**src/rtl/mux4_rr_arbiter.sv**
```systemverilog
// ---------------------------------------------------------------------------
// mux4_rr_arbiter
//
// Purpose:
//   Round-robin arbiter that shares one WIDTH-bit datapath port among four
//   result sources (e.g. ALU, shifter, multiplier, memory load). It owns the
//   2-bit select of the 4-way operand mux and registers the selected word
//   towards the shared writeback/bus port.
//
//   Grants are one-hot, registered, and held for as long as the owner keeps
//   its request high. Every release is followed by exactly one dead cycle
//   (GAP) before the next owner is granted. Arbitration starts scanning at
//   the requester after the last owner, so after reset requester 0 wins
//   first.
//
// Optional feature (macro ARB_TIMEOUT_EN):
//   Adds an 8-bit hold counter. Once an owner has held the port for MAX_HOLD
//   cycles and someone else is waiting, the grant is forcibly released.
//   With the macro undefined no counter exists and grants are held
//   indefinitely.
//
// Parameters:
//   WIDTH     data width of din_* and dout
//   MAX_HOLD  max consecutive grant cycles before forced release (2..255),
//             only meaningful with ARB_TIMEOUT_EN
//
// Ports:
//   clk        in   1      system clock, rising edge
//   rst_n      in   1      asynchronous active-low reset
//   req        in   4      request, bit i = requester i (level-sensitive)
//   din_a      in   WIDTH  data of requester 0
//   din_b      in   WIDTH  data of requester 1
//   din_c      in   WIDTH  data of requester 2
//   din_d      in   WIDTH  data of requester 3
//   gnt        out  4      one-hot grant, registered
//   sel        out  2      encoded owner index, registered
//   busy       out  1      high while any grant is active
//   dout       out  WIDTH  registered data of the current owner
//   dout_valid out  1      dout holds owner data this cycle
// ---------------------------------------------------------------------------
module mux4_rr_arbiter #(
  parameter int WIDTH    = 32,
  parameter int MAX_HOLD = 8
) (
  input  logic             clk,
  input  logic             rst_n,
  input  logic [3:0]       req,
  input  logic [WIDTH-1:0] din_a,
  input  logic [WIDTH-1:0] din_b,
  input  logic [WIDTH-1:0] din_c,
  input  logic [WIDTH-1:0] din_d,
  output logic [3:0]       gnt,
  output logic [1:0]       sel,
  output logic             busy,
  output logic [WIDTH-1:0] dout,
  output logic             dout_valid
);

  // Reject out-of-range hold limits at elaboration time; the counter is
  // 8 bits wide and a limit below 2 would make every grant a single cycle.
  if (MAX_HOLD < 2 || MAX_HOLD > 255) begin : g_badMaxHold
    $error("mux4_rr_arbiter: MAX_HOLD must be in 2..255");
  end

  // GAP is a one-cycle dead slot after every release. It arbitrates exactly
  // like IDLE on its way out, which is what makes the handover gap 1 cycle.
  typedef enum logic [1:0] {
    IDLE  = 2'd0,
    GRANT = 2'd1,
    GAP   = 2'd2
  } stateT;

  stateT            r_state;
  stateT            w_stateNxt;

  logic [1:0]       r_last;
  logic [3:0]       r_gnt;
  logic [1:0]       r_sel;
  logic             r_busy;
  logic [WIDTH-1:0] r_dout;
  logic             r_doutValid;

  logic             w_found;
  logic [1:0]       w_winner;
  logic             w_release;
  logic             w_timeout;
  logic [3:0]       w_gntNxt;
  logic [1:0]       w_selNxt;
  logic             w_busyNxt;
  logic [1:0]       w_lastNxt;
  logic [WIDTH-1:0] w_dinSel;

  // -------------------------------------------------------------------------
  // Round-robin pick: scan last+1, last+2, last+3, last+4 (mod 4) and take
  // the first requester found. last+4 wraps back to the previous owner, so
  // it only wins when nobody else is asking.
  // -------------------------------------------------------------------------
  always_comb begin
    w_found  = 1'b0;
    w_winner = 2'd0;
    for (int k = 1; k <= 4; k++) begin
      if (!w_found && req[r_last + 2'(k)]) begin
        w_found  = 1'b1;
        w_winner = r_last + 2'(k);
      end
    end
  end

`ifdef ARB_TIMEOUT_EN
  // -------------------------------------------------------------------------
  // Hold counter. It sits at zero outside GRANT, so every new grant starts
  // counting from zero; on the first grant cycle it reads 0 and on cycle
  // MAX_HOLD it reads MAX_HOLD-1, which is where a waiting competitor forces
  // a release. With nobody waiting it saturates and the owner keeps the port.
  // -------------------------------------------------------------------------
  localparam logic [7:0] HOLD_LAST = 8'(MAX_HOLD - 1);

  logic [7:0] r_hold;

  assign w_timeout = (r_hold == HOLD_LAST) && ((req & ~r_gnt) != 4'b0000);

  always_ff @(posedge clk or negedge rst_n) begin
    if (!rst_n) begin
      r_hold <= 8'd0;
    end else if (r_state != GRANT) begin
      r_hold <= 8'd0;
    end else if (!w_release && (r_hold != HOLD_LAST)) begin
      r_hold <= r_hold + 8'd1;
    end
  end
`else
  assign w_timeout = 1'b0;
`endif

  // A grant ends when the owner drops its request or, with the timeout
  // feature, when it has overstayed while someone else is waiting.
  assign w_release = (r_state == GRANT) && (!req[r_sel] || w_timeout);

  // -------------------------------------------------------------------------
  // State register.
  // -------------------------------------------------------------------------
  always_ff @(posedge clk or negedge rst_n) begin
    if (!rst_n) begin
      r_state <= IDLE;
    end else begin
      r_state <= w_stateNxt;
    end
  end

  // -------------------------------------------------------------------------
  // Next-state logic. IDLE and GAP share the arbitration path; the only
  // difference is that GAP never lingers for more than one cycle.
  // -------------------------------------------------------------------------
  always_comb begin
    w_stateNxt = r_state;
    unique case (r_state)
      IDLE:    w_stateNxt = w_found ? GRANT : IDLE;
      GRANT:   w_stateNxt = w_release ? GAP : GRANT;
      GAP:     w_stateNxt = w_found ? GRANT : IDLE;
      default: w_stateNxt = IDLE;
    endcase
  end

  // -------------------------------------------------------------------------
  // Output logic: next values of the registered grant, select, busy flag and
  // last-owner pointer. sel and the pointer only move on a new grant, so sel
  // keeps showing the previous owner while the port is idle.
  // -------------------------------------------------------------------------
  always_comb begin
    w_gntNxt  = r_gnt;
    w_selNxt  = r_sel;
    w_busyNxt = r_busy;
    w_lastNxt = r_last;
    unique case (r_state)
      IDLE, GAP: begin
        if (w_found) begin
          w_gntNxt  = 4'b0001 << w_winner;
          w_selNxt  = w_winner;
          w_busyNxt = 1'b1;
          w_lastNxt = w_winner;
        end else begin
          w_gntNxt  = 4'b0000;
          w_busyNxt = 1'b0;
        end
      end
      GRANT: begin
        if (w_release) begin
          w_gntNxt  = 4'b0000;
          w_busyNxt = 1'b0;
        end
      end
      default: begin
        w_gntNxt  = 4'b0000;
        w_busyNxt = 1'b0;
      end
    endcase
  end

  // -------------------------------------------------------------------------
  // Grant/select registers. The pointer resets to 3 so the first scan
  // starts at requester 0.
  // -------------------------------------------------------------------------
  always_ff @(posedge clk or negedge rst_n) begin
    if (!rst_n) begin
      r_gnt  <= 4'b0000;
      r_sel  <= 2'd0;
      r_busy <= 1'b0;
      r_last <= 2'd3;
    end else begin
      r_gnt  <= w_gntNxt;
      r_sel  <= w_selNxt;
      r_busy <= w_busyNxt;
      r_last <= w_lastNxt;
    end
  end

  // -------------------------------------------------------------------------
  // Operand mux driven by the registered select.
  // -------------------------------------------------------------------------
  always_comb begin
    w_dinSel = din_a;
    unique case (r_sel)
      2'd0:    w_dinSel = din_a;
      2'd1:    w_dinSel = din_b;
      2'd2:    w_dinSel = din_c;
      2'd3:    w_dinSel = din_d;
      default: w_dinSel = din_a;
    endcase
  end

  // -------------------------------------------------------------------------
  // Output data register, one cycle behind the grant. dout only loads while
  // a grant is active so it keeps its last word when dout_valid is low.
  // -------------------------------------------------------------------------
  always_ff @(posedge clk or negedge rst_n) begin
    if (!rst_n) begin
      r_dout      <= '0;
      r_doutValid <= 1'b0;
    end else begin
      r_doutValid <= r_busy;
      if (r_busy) begin
        r_dout <= w_dinSel;
      end
    end
  end

  assign gnt        = r_gnt;
  assign sel        = r_sel;
  assign busy       = r_busy;
  assign dout       = r_dout;
  assign dout_valid = r_doutValid;

endmodule

```
**config.mk**
```make
export PLATFORM = sky130hd
export DESIGN_NAME = mux4_rr_arbiter
export DESIGN_NICKNAME = d
export VERILOG_FILES = /design/src/rtl/mux4_rr_arbiter.sv
export SDC_FILE = /design/constraint.sdc
export NUM_CORES = 1
export LEC_CHECK = 0
export BUFFER_PORTS_ARGS = -buffer_cell sky130_fd_sc_hd__buf_2
export CELL_PAD_IN_SITES_DETAIL_PLACEMENT = 0
export CELL_PAD_IN_SITES_GLOBAL_PLACEMENT = 1
export CORE_MARGIN = 2
export CORE_UTILIZATION = 31
export DETAILED_ROUTE_END_ITERATION = 8
export HOLD_SLACK_MARGIN = 0.06
export PLACE_DENSITY = 0.79
export SLEW_MARGIN = 15
export SYNTH_ARGS = -nofsm -noshare
export SYNTH_HDL_FRONTEND = slang
export SYNTH_SLANG_ARGS = --single-unit
```
**constraint.sdc**
```tcl
create_clock -name clk -period 2.28 [get_ports clk]
set_clock_uncertainty 0.1 [all_clocks]
set_input_delay 0.342 -clock clk [delete_from_list [all_inputs] [get_ports clk]]
set_output_delay 0.342 -clock clk [all_outputs]
set_load 0.1 [all_outputs]
```
# Yosys cells after proc, flatten, opt, wreduce, memory -nomap -nowiden

Index checks and enable logic that the tools add are counted.

Register bits after elaboration: 44
Output and inout bits: 40
Logic and storage cells: 62
Input bits: 134

$add $sub $neg: 3
Shift-type cells: 1
Muxes and demuxes: 28
Reductions and logical operators: 12
Order comparisons: 5
Equality and inequality tests: 6

Operators by type and width:

| operator                                                   | number |
|---|---|
| one-hot mux 32 bit (4 select lines)                        | 1 |
| less-than comparator 2 x 3 -> 1 bit, second input constant | 5 |
| two-way mux 1 bit                                          | 12 |
| binary-select mux 1 bit (select 2 bit)                     | 5 |
| two-way mux 2 bit                                          | 5 |
| two-way mux 4 bit                                          | 2 |
| one-hot mux 4 bit (2 select lines)                         | 1 |
| == test 2 bit, second input constant                       | 3 |
| adder 2 bit, second input constant                         | 2 |
| == test 2 x 1 -> 1 bit, second input constant              | 2 |
| logical AND 1 bit                                          | 4 |
| logical NOT 1 bit                                          | 4 |
| logical NOT 2 bit                                          | 2 |
| one-hot mux 2 bit (2 select lines)                         | 1 |
| << shifter 1 x 2 -> 4 bit, first input constant            | 1 |
| adder 2 x 1 -> 2 bit, second input constant                | 1 |
| inequality test 2 bit, second input constant               | 1 |
| one-hot mux 1 bit (2 select lines)                         | 1 |
| AND reduction 2 bit                                        | 1 |
| OR reduction 2 bit                                         | 1 |

# Depth between registers and ports, before layout

Gate-level depths: netlist of the first run.

Word-level depth: 16
Gate-level depth with buffers: 6
Depth with buffers taken out: 4

# Worst setup path before layout of the first run

No wires, ideal clock.

Path kind: reg-to-reg
From: register r_sel[0] (netlist: sel[0])
To: register r_dout[0] (netlist: dout[0])
Slack: -0.161 ns
Buffers on the path: 2
Cell stages (with the launch flop): 5
Library setup time: 0.125 ns
Required time: 2.055 ns
Clock period less this slack: 2.441 ns
Arrival: 2.216 ns
Cells stage by stage: dfrtp_1 > buf_6 > buf_2 > mux4_2 > mux2_2

Cells in the longest elaborated chain, start to end: 2
Elaborated cells between the ends (all ways): 5
Classes of those cells: eq/ne: 3; mux: 1; reduce/logical: 1

RTL lines:

| what                                        | line | RTL |
|---|---|---|
| start: declaration                          | 78   | `logic [1:0] r_sel;` |
| start signal: assignment                    | 211  | `r_sel <= w_selNxt;` |
| == test 2 bit, or another cell as far along | 222  | `unique case (r_sel)` |
| one-hot mux 32 bit (4 select lines) *       | 222  |  |
| end signal: assignment                      | 242  | `r_dout <= w_dinSel;` |
| end: declaration                            | 80   | `logic [WIDTH-1:0] r_dout;` |

Every way passes the cells marked *; elsewhere a longest branch is shown, timed or not.
A chain may end at the register's enable or synchronous reset.

# Worst setup path in the final report of the first run

From: register r_sel[0] (netlist: sel[0])
To: register r_dout[13] (netlist: dout[13])

Same word-level chain as after synthesis.

==> out/results.ini, run 1 <==
[clock_network]
cts_buffers=5
clock-sinks=44
clockBufferDepth=2
worstSkewPairLatency_ns=0.29
htree_levels=2
clkTransAtPathRegs_ns=0.08
cts_root_buffer=clkbuf_8
tritoncts=done

[critical_path]
rrSetupSlack_ns=0.51
crit_chain=buf_4, mux4_2, mux2_2
cp-end-kind=flop
critPathKind=reg -> reg
cpPeakStageDelay_ns=0.55
crit_fanout=18
cp-start-kind=flop
r2r_start=sel[0]
cp_data_arrival_time_ns=1.85
path_buf_inv=1
required_ns=2.36
r2r-end=dout[13]
cpMaxStageDelayCell=mux4_2
critPathTopFamily=multiplexers
ff2ff_path_depth=3

[min_path]
whs_path_depth=1
hp-start=r_state[1]
hold-path-endpoint=r_state[1]
hp-class=reg -> reg

[routing]
drtAntennaViolNets=0
routedWlPerCell_um=15.3
vias=2150
drc_errors=0
drtIter0Drc=55
firstDrtPassIters=4
viasPerCell=4.92
drt-total-wl_um=6680

[sta]
rsz0062_at_grt=false
max_slew.worst_pin.slew_ns=0.614
post-route-min-period_ns=1.77
setup_tns_ns=0
finalHoldViolCount=0
fin_crit_sh_pct=77.6
relSlewSlack_pct=58.8
final_max_slew_viol_count=0
finalSetupViolCount=0
clock.fmax_ghz=0.565

[floorplan]
die_height_um=93.4
ioPinCount=174
die_w_um=93.4
num_rows=32
core_um2=7730
die-area_um2=8720
start_util_pct=32.1

[finish]
fillers=738
final_layout_size_suffix_gt1_share_pct=76.7
synthToLayoutAreaGrowth_pct=44.2
antenna_cells=0
seqCellArea_um2=1110
nets=468
multi_input_area_um2=1290

[synth]
async_reset_ff_share_pct=100
synthFlopType=dfrtp_1
synth_area_leaders=dfrtp_1 (42%), mux4_2 (30%), mux2_2 (15%)
synth-seq-cells=44
synth_top_area_share_pct=42.4
synthCells=158
synth-edff-count=0
synth_area_um2=2480
synth_fp_nets=292
synthTopCellsByCount=dfrtp_1 (42), mux4_2 (33), mux2_2 (32)
synth.avg_cell_area_um2=15.7
synth.distinct_cells=26
yosysMostFrequentCell=dfrtp_1
synth_area_leader_cell=dfrtp_1
yosysWarnings=0
yosysSeqAreaShare_pct=44.5

[placement]
globalplace.congestion=0.755
port_buffers=173
dp_hpwl_um=5480

[global_routing]
antenna_found_initial=0
grtUsageTotal_pct=15.2
first_global_vias=2146
grt_first_pass_wirelength_um=10300
grt_overflow=0
grt_max_degree=28

[run_status]
outcome=finished, final reports clean

[run]
max_cap_viol_count=0

## cell families after synthesis
group,count (synthesis),synth area share (%)
buf+inv,16,3.18
flops,44,44.5
simple gates,18,3.89
compound gates,15,3.84
mux,65,44.5
## layer usage
layer  up-vias  GRT usage (%)  routed length, um
met5         -              0                  0
li1        975              -                  -
met2       102           27.4               3440
met1      1065           18.2               2560
met3         8           3.87                618
met4         0           3.31                 61
## metrics by stage
| step | util [%] | area, um^2 | setup WS, ns | hold slack (ns) | std cells |
|---|---|---|---|---|---|
| floorplan | - | 2480 | 0.118 | -0.0536 | 158 |
| global route | 46.2 | 3570 | 0.378 | 0.344 | 437 |
| global placement | 45.0 | 3480 | 0.530 | 0.292 | 428 |
| detailed placement | 45.0 | 3480 | 0.492 | 0.295 | 428 |
| CTS | 46.2 | 3570 | 0.481 | 0.335 | 437 |
| finish | 46.2 | 3570 | 0.510 | 0.334 | 437 |
## layout make-up
class	count	share of cell area (%)
tap	102	3.57
multi-input combinational	98	36.3
inverter	3	0.315
sequential	44	31.0
timing repair buffer	182	26.6
clock buffer	7	2.14
clock inverter	1	0.140
## registers in the layout, indices dropped and copies added, names as in the netlist
name,count
dout_valid,1
dout,32
busy,1
sel,2
r_last,2
gnt,4
r_state,2
## placed cells by master, fill, tap and decap left out, types with 2 or more instances in the layout
cell type / count
clkbuf_1: 2
dfstp_2: 2
clkbuf_8: 5
a22o_1: 2
mux4_2: 33
buf_4: 8
dfrtp_2: 2
a21oi_1: 4
nand2b_1: 3
nor3b_1: 2
mux2_2: 32
inv_1: 3
o21ai_0: 3
o21ai_1: 2
dfrtp_1: 40
nor2_1: 5
buf_2: 172
nand2_1: 3
## worst max-delay path by stage
stage	end	cells after the start	startpoint
floorplan	dout[0]	4	sel[0]
global placement	dout[30]	3	sel[0]
detailed placement	dout[13]	3	sel[0]
CTS	dout[13]	3	sel[0]
global route	sel[0]	4	r_last[0]
finish	dout[13]	3	sel[0]
## timing repair
| action | CTS | global route |
|---|---|---|
| setup buffers | 0 | 0 |
| gates resized for setup | 0 | 0 |
| hold buffers | 1 | 0 |
| endpoints found under the hold margin | 24 | 0 |
Power of run 1 is left out: the tool's default activity adds up to more than one toggle a clock period on the data nets, which glitch-free logic cannot reach.
==> run 2, diff against run 1 <==
- CORE_UTILIZATION: 31 -> 28
- PLACE_DENSITY: 0.79 -> 0.75
- clock period: 2.28 -> 1.42 ns (I/O delays scaled with it)
==> out/results.ini, run 2 (synthesis gave the netlist of run 1 again) <==
[floorplan]
die_height_um=98.1  ; +5.0%
ioPinCount=174  ; unchanged
core_um2=8640  ; +12%
start_util_pct=28.7  ; -3.4 points
die-area_um2=9620  ; +10%
num_rows=34  ; +6.3%
die_w_um=98.1  ; +5.0%

[critical_path]
critPathKind=reg -> reg
ff2ff_path_depth=4  ; +1
r2r-end=dout[8]
crit_fanout=4  ; -14
required_ns=1.50  ; -0.86 ns
cp-end-kind=flop
cp-start-kind=flop
rrSetupSlack_ns=-0.29  ; -0.80 ns
cp_data_arrival_time_ns=1.79  ; -0.06 ns
r2r_start=sel[0]

[global_routing]
grt_first_pass_wirelength_um=11600  ; +13%
antenna_found_initial=1  ; +1
first_global_vias=2376  ; +11%
grt_overflow=0  ; unchanged
grt_max_degree=45  ; +61%
grtUsageTotal_pct=15.1  ; -0.12 points

[finish]
largest_reg_flops=32  ; unchanged
layout_commonest_cell=buf_2
antenna_cells=0  ; unchanged
final_layout_size_suffix_gt1_share_pct=80.5  ; +3.7 points
final_area_um2=4040  ; +13%
final_cells=456  ; +4.3%
mostFrequentLayoutCells=buf_2 (139), dfrtp_1 (39), mux4_2 (33)
synthToLayoutAreaGrowth_pct=63.0
nets=481  ; +2.8%

[clock_network]
htree_levels=2  ; unchanged
cts_buffers=5  ; unchanged
clockBufferDepth=2  ; unchanged
tritoncts=done
worstSkewPairLatency_ns=0.29  ; about the same
cts_root_buffer=clkbuf_8
clock-sinks=44  ; unchanged
clkTransAtPathRegs_ns=0.08  ; about the same

[min_path]
hp-class=in -> reg
hold-path-endpoint=r_state[1]
whs_path_depth=3  ; +2
hp-start=req[2]

[placement]
pre_cts_ws_ns=-0.264  ; -0.756 ns
globalplace.congestion=0.748  ; -0.91%
dpl.cell_count=444  ; +3.7%
dpl-instance-area_um2=3730  ; +7.2%
port_buffers=173  ; unchanged
dp_hpwl_um=5720  ; +4.4%

[run_status]
outcome=finished with violations
violations=negative setup slack

[run]
max_cap_viol_count=0  ; unchanged

[routing]
viasPerCell=4.88  ; -0.82%
routedWlPerCell_um=16.0  ; +4.9%
firstDrtPassIters=4  ; unchanged
drc_errors=0  ; unchanged
drtIter0Drc=44  ; -20%
drtAntennaViolNets=0  ; unchanged
vias=2225  ; +3.5%
drt-total-wl_um=7310  ; +9.4%

[sta]
finalHoldViolCount=0  ; unchanged
setup_tns_ns=-9.57  ; -9.57 ns
final_max_slew_viol_count=0  ; unchanged
finalSetupViolCount=41  ; +41
rsz0062_at_grt=true
max_slew.worst_pin.slew_ns=0.492  ; -0.122 ns
clock.fmax_ghz=0.585  ; +3.4%
setup_slack_ns=-0.291  ; -0.801 ns
fin_crit_sh_pct=120  ; +43 points
relSlewSlack_pct=67.5  ; +8.6 points
post-route-min-period_ns=1.71  ; -0.0589 ns

[run 2: how the worst max path moves through the flow]
stage | from | endpoint | depth (start not counted)
after floorplan | sel[0] | gnt[0] | 5
after global placement | sel[0] | dout[25] | 3
after detailed placement | sel[0] | gnt[1] | 3
after CTS | sel[0] | dout[19] | 3
after global routing | sel[0] | dout[3] | 3
final | sel[0] | dout[8] | 4
[run 2: critical path, cell delays in order (launching register included)]
cell       delay [ns]
dfrtp_4          0.53
buf_12           0.15
clkbuf_16        0.14
mux4_2           0.42
mux2_4           0.27
[run 2: layer usage]
layer	GRT usage, %	routed length (um)	vias to the layer above
met3	3.94	586	8
met5	0	13	-
li1	-	-	994
met2	27.7	3770	106
met4	2.24	44	2
met1	18.0	2890	1115
[run 2: through the flow]
step,hold slack [ns],util [%]
6_report,0.249,46.8
2_1_floorplan,-0.183,-
3_5_place_dp,0.115,43.2
3_3_place_gp,0.113,43.2
4_1_cts,0.236,44.7
5_1_grt,0.247,46.8
[run 2: final cells by class]
cell class / count / area [um^2]
Fill cell: 825 / 4600
Timing Repair Buffer: 195 / 1310
Sequential cell: 44 / 1110
Clock buffer: 8 / 90.1
Inverter: 3 / 11.3
Tap cell: 108 / 135
Multi-Input combinational cell: 98 / 1380
[run 2: repair_timing]
action                                  CTS  global route
buffers inserted                          1             1
hold buffers                              1             0
resized for setup                        10            39
endpoints found under the setup margin   49            67
cloned                                    0             1
hold endpoints to repair                 44             0
pin swaps                                 9             1
Power of run 2 is left out for the same reason.
==> run 3, diff against run 2 <==
- ABC_AREA: not set -> 1
- CORE_UTILIZATION: 28 -> 25
==> out/results.ini, run 3 <==
[floorplan]
num_rows=36  ; +5.9%
core_um2=9860  ; +14%
ioPinCount=174  ; unchanged
die_height_um=105  ; +7.4%
die_w_um=105  ; +7.4%
start_util_pct=26.0  ; -2.7 points
die-area_um2=11100  ; +15%

[placement]
pre_cts_ws_ns=-0.273  ; -0.00821 ns
globalplace.congestion=0.802  ; +7.2%
dpl.cell_count=665  ; +50%
dp_hpwl_um=6960  ; +22%
port_buffers=173  ; unchanged

[critical_path]
ff2ff_path_depth=10  ; +6
required_ns=1.49  ; about the same
crit_fanout=9  ; +5
cp-start-kind=flop
r2r_start=r_last[0]
cp_data_arrival_time_ns=1.77  ; -0.02 ns
critPathKind=reg -> reg
cp-end-kind=flop
crit_start=r_last[0]

[routing]
drt-total-wl_um=11500  ; +57%
drtAntennaViolNets=0  ; unchanged
firstDrtPassIters=4  ; unchanged
routedWlPerCell_um=16.5  ; +2.8%
drtIter0Drc=164  ; +270%
drc_errors=0  ; unchanged
vias=3365  ; +51%
viasPerCell=4.83  ; -1.1%

[clock_network]
htree_levels=2  ; unchanged
clock-sinks=44  ; unchanged
cts_buffers=5  ; unchanged
cts_root_buffer=clkbuf_8
clkTransAtPathRegs_ns=0.09  ; about the same
clockBufferDepth=2  ; unchanged
tritoncts=done
worstSkewPairLatency_ns=0.29  ; about the same

[synth]
synthTopCellsByCount=nand2_1 (141), dfrtp_1 (42), nor2_1 (34)
synthFlopType=dfrtp_1
async_reset_ff_share_pct=100  ; unchanged
synth.distinct_cells=23  ; -12%
synth-edff-count=0  ; unchanged
synth_area_um2=2570  ; +3.6%
yosysWarnings=0  ; unchanged
synth_fp_nets=490  ; +68%
yosysMostFrequentCell=nand2_1
synth.avg_cell_area_um2=7.21  ; -54%
synth_area_leader_cell=dfrtp_1
synth_top_area_share_pct=40.9  ; -1.5 points
yosysSeqAreaShare_pct=43.0  ; -1.6 points
synth_area_leaders=dfrtp_1 (41%), nand2_1 (21%), a41oi_1 (9.9%)
synth-seq-cells=44  ; unchanged
synthCells=356  ; +130%

[global_routing]
grtUsageTotal_pct=19.8  ; +4.7 points
grt_first_pass_wirelength_um=17400  ; +50%
antenna_found_initial=0  ; -1
grt_overflow=0  ; unchanged
grt_max_degree=45  ; unchanged
first_global_vias=3433  ; +44%

[min_path]
hp-start=din_b[15]
hp-class=in -> reg
whs_path_depth=3  ; unchanged

[sta]
clock.fmax_ghz=0.586  ; +0.20%
finalHoldViolCount=0  ; unchanged
relSlewSlack_pct=67.0  ; -0.48 points
finalSetupViolCount=45  ; +9.8%
rsz0062_at_grt=true
final_max_slew_viol_count=0  ; unchanged
setup_slack_ns=-0.287  ; +0.00337 ns
fin_crit_sh_pct=120  ; -0.24 points
post-route-min-period_ns=1.71  ; -0.00337 ns
max_slew.worst_pin.slew_ns=0.499  ; +0.00720 ns
setup_tns_ns=-5.51  ; +4.07 ns

[finish]
post-route-util_pct=53.8  ; +7.1 points
largest_reg_flops=32  ; unchanged
final_layout_size_suffix_gt1_share_pct=66.3  ; -14 points
synthToLayoutAreaGrowth_pct=107
layout_commonest_cell=buf_2
antenna_cells=0  ; unchanged
mostFrequentLayoutCells=buf_2 (138), nand2_1 (89), nand2_2 (43)
nets=697  ; +45%
final_cells=697  ; +53%

[run_status]
violations=negative setup slack
outcome=finished with violations

[run]
max_cap_viol_count=0  ; unchanged

## run 3: logic make-up after synthesis
group	share of synthesized area [%]
buf+inv	6.29
compound gates	19.9
simple gates	30.8
flops	43.0
## run 3: worst paths after layout
path                         endpoint  slack [ns]
hold reg to reg            r_state[1]        0.36
min in group asynchronous    dout[27]        0.33
max in group asynchronous   r_last[1]        0.62
hold / removal               dout[15]        0.09
setup reg to reg                 busy       -0.29
setup / recovery                 busy       -0.29
## run 3: metal layers
metal / GRT usage [%] / vias up / wire length (um)
met2: 35.2 / 141 / 5870
met4: 4.48 / 0 / 110
met5: 0 / - / 0
met3: 3.59 / 14 / 721
met1: 24.7 / 1599 / 4790
li1: - / 1611 / -
## run 3: through the flow
stage	hold WS [ns]	cell area, um^2
2_1_floorplan	-0.183	2730
3_3_place_gp	0.122	3980
3_5_place_dp	0.123	3980
4_1_cts	0.0809	4940
5_1_grt	0.0821	5310
6_report	0.0908	5310
## run 3: timing repair
action | CTS | global route
hold buffers | 1 | 0
pin swaps | 28 | 22
endpoints found under the hold margin | 44 | 0
resized for setup | 121 | 103
setup endpoints to repair | 43 | 67
buffers inserted | 13 | 7
gates cloned | 8 | 0
## run 3: layout make-up
type	instances	area, um^2
Sequential cell	44	1110
Timing Repair inverter	1	11.3
Clock inverter	2	10.0
Timing Repair Buffer	219	1720
Tap cell	133	166
Inverter	19	111
Clock buffer	6	82.6
Multi-Input combinational cell	273	2100
Fill cell	880	4550
## run 3: critical path: stages (launching register included)
cell and delay [ns]:
dfstp_2 0.59, inv_4 0.07, nand2_2 0.07, nand2_2 0.06, nand2_2 0.08, nand2_2 0.08
nor2_4 0.14, nand3_4 0.10, nand2_4 0.10, buf_4 0.12, o21ai_1 0.06
Power of run 3 is left out for the same reason.
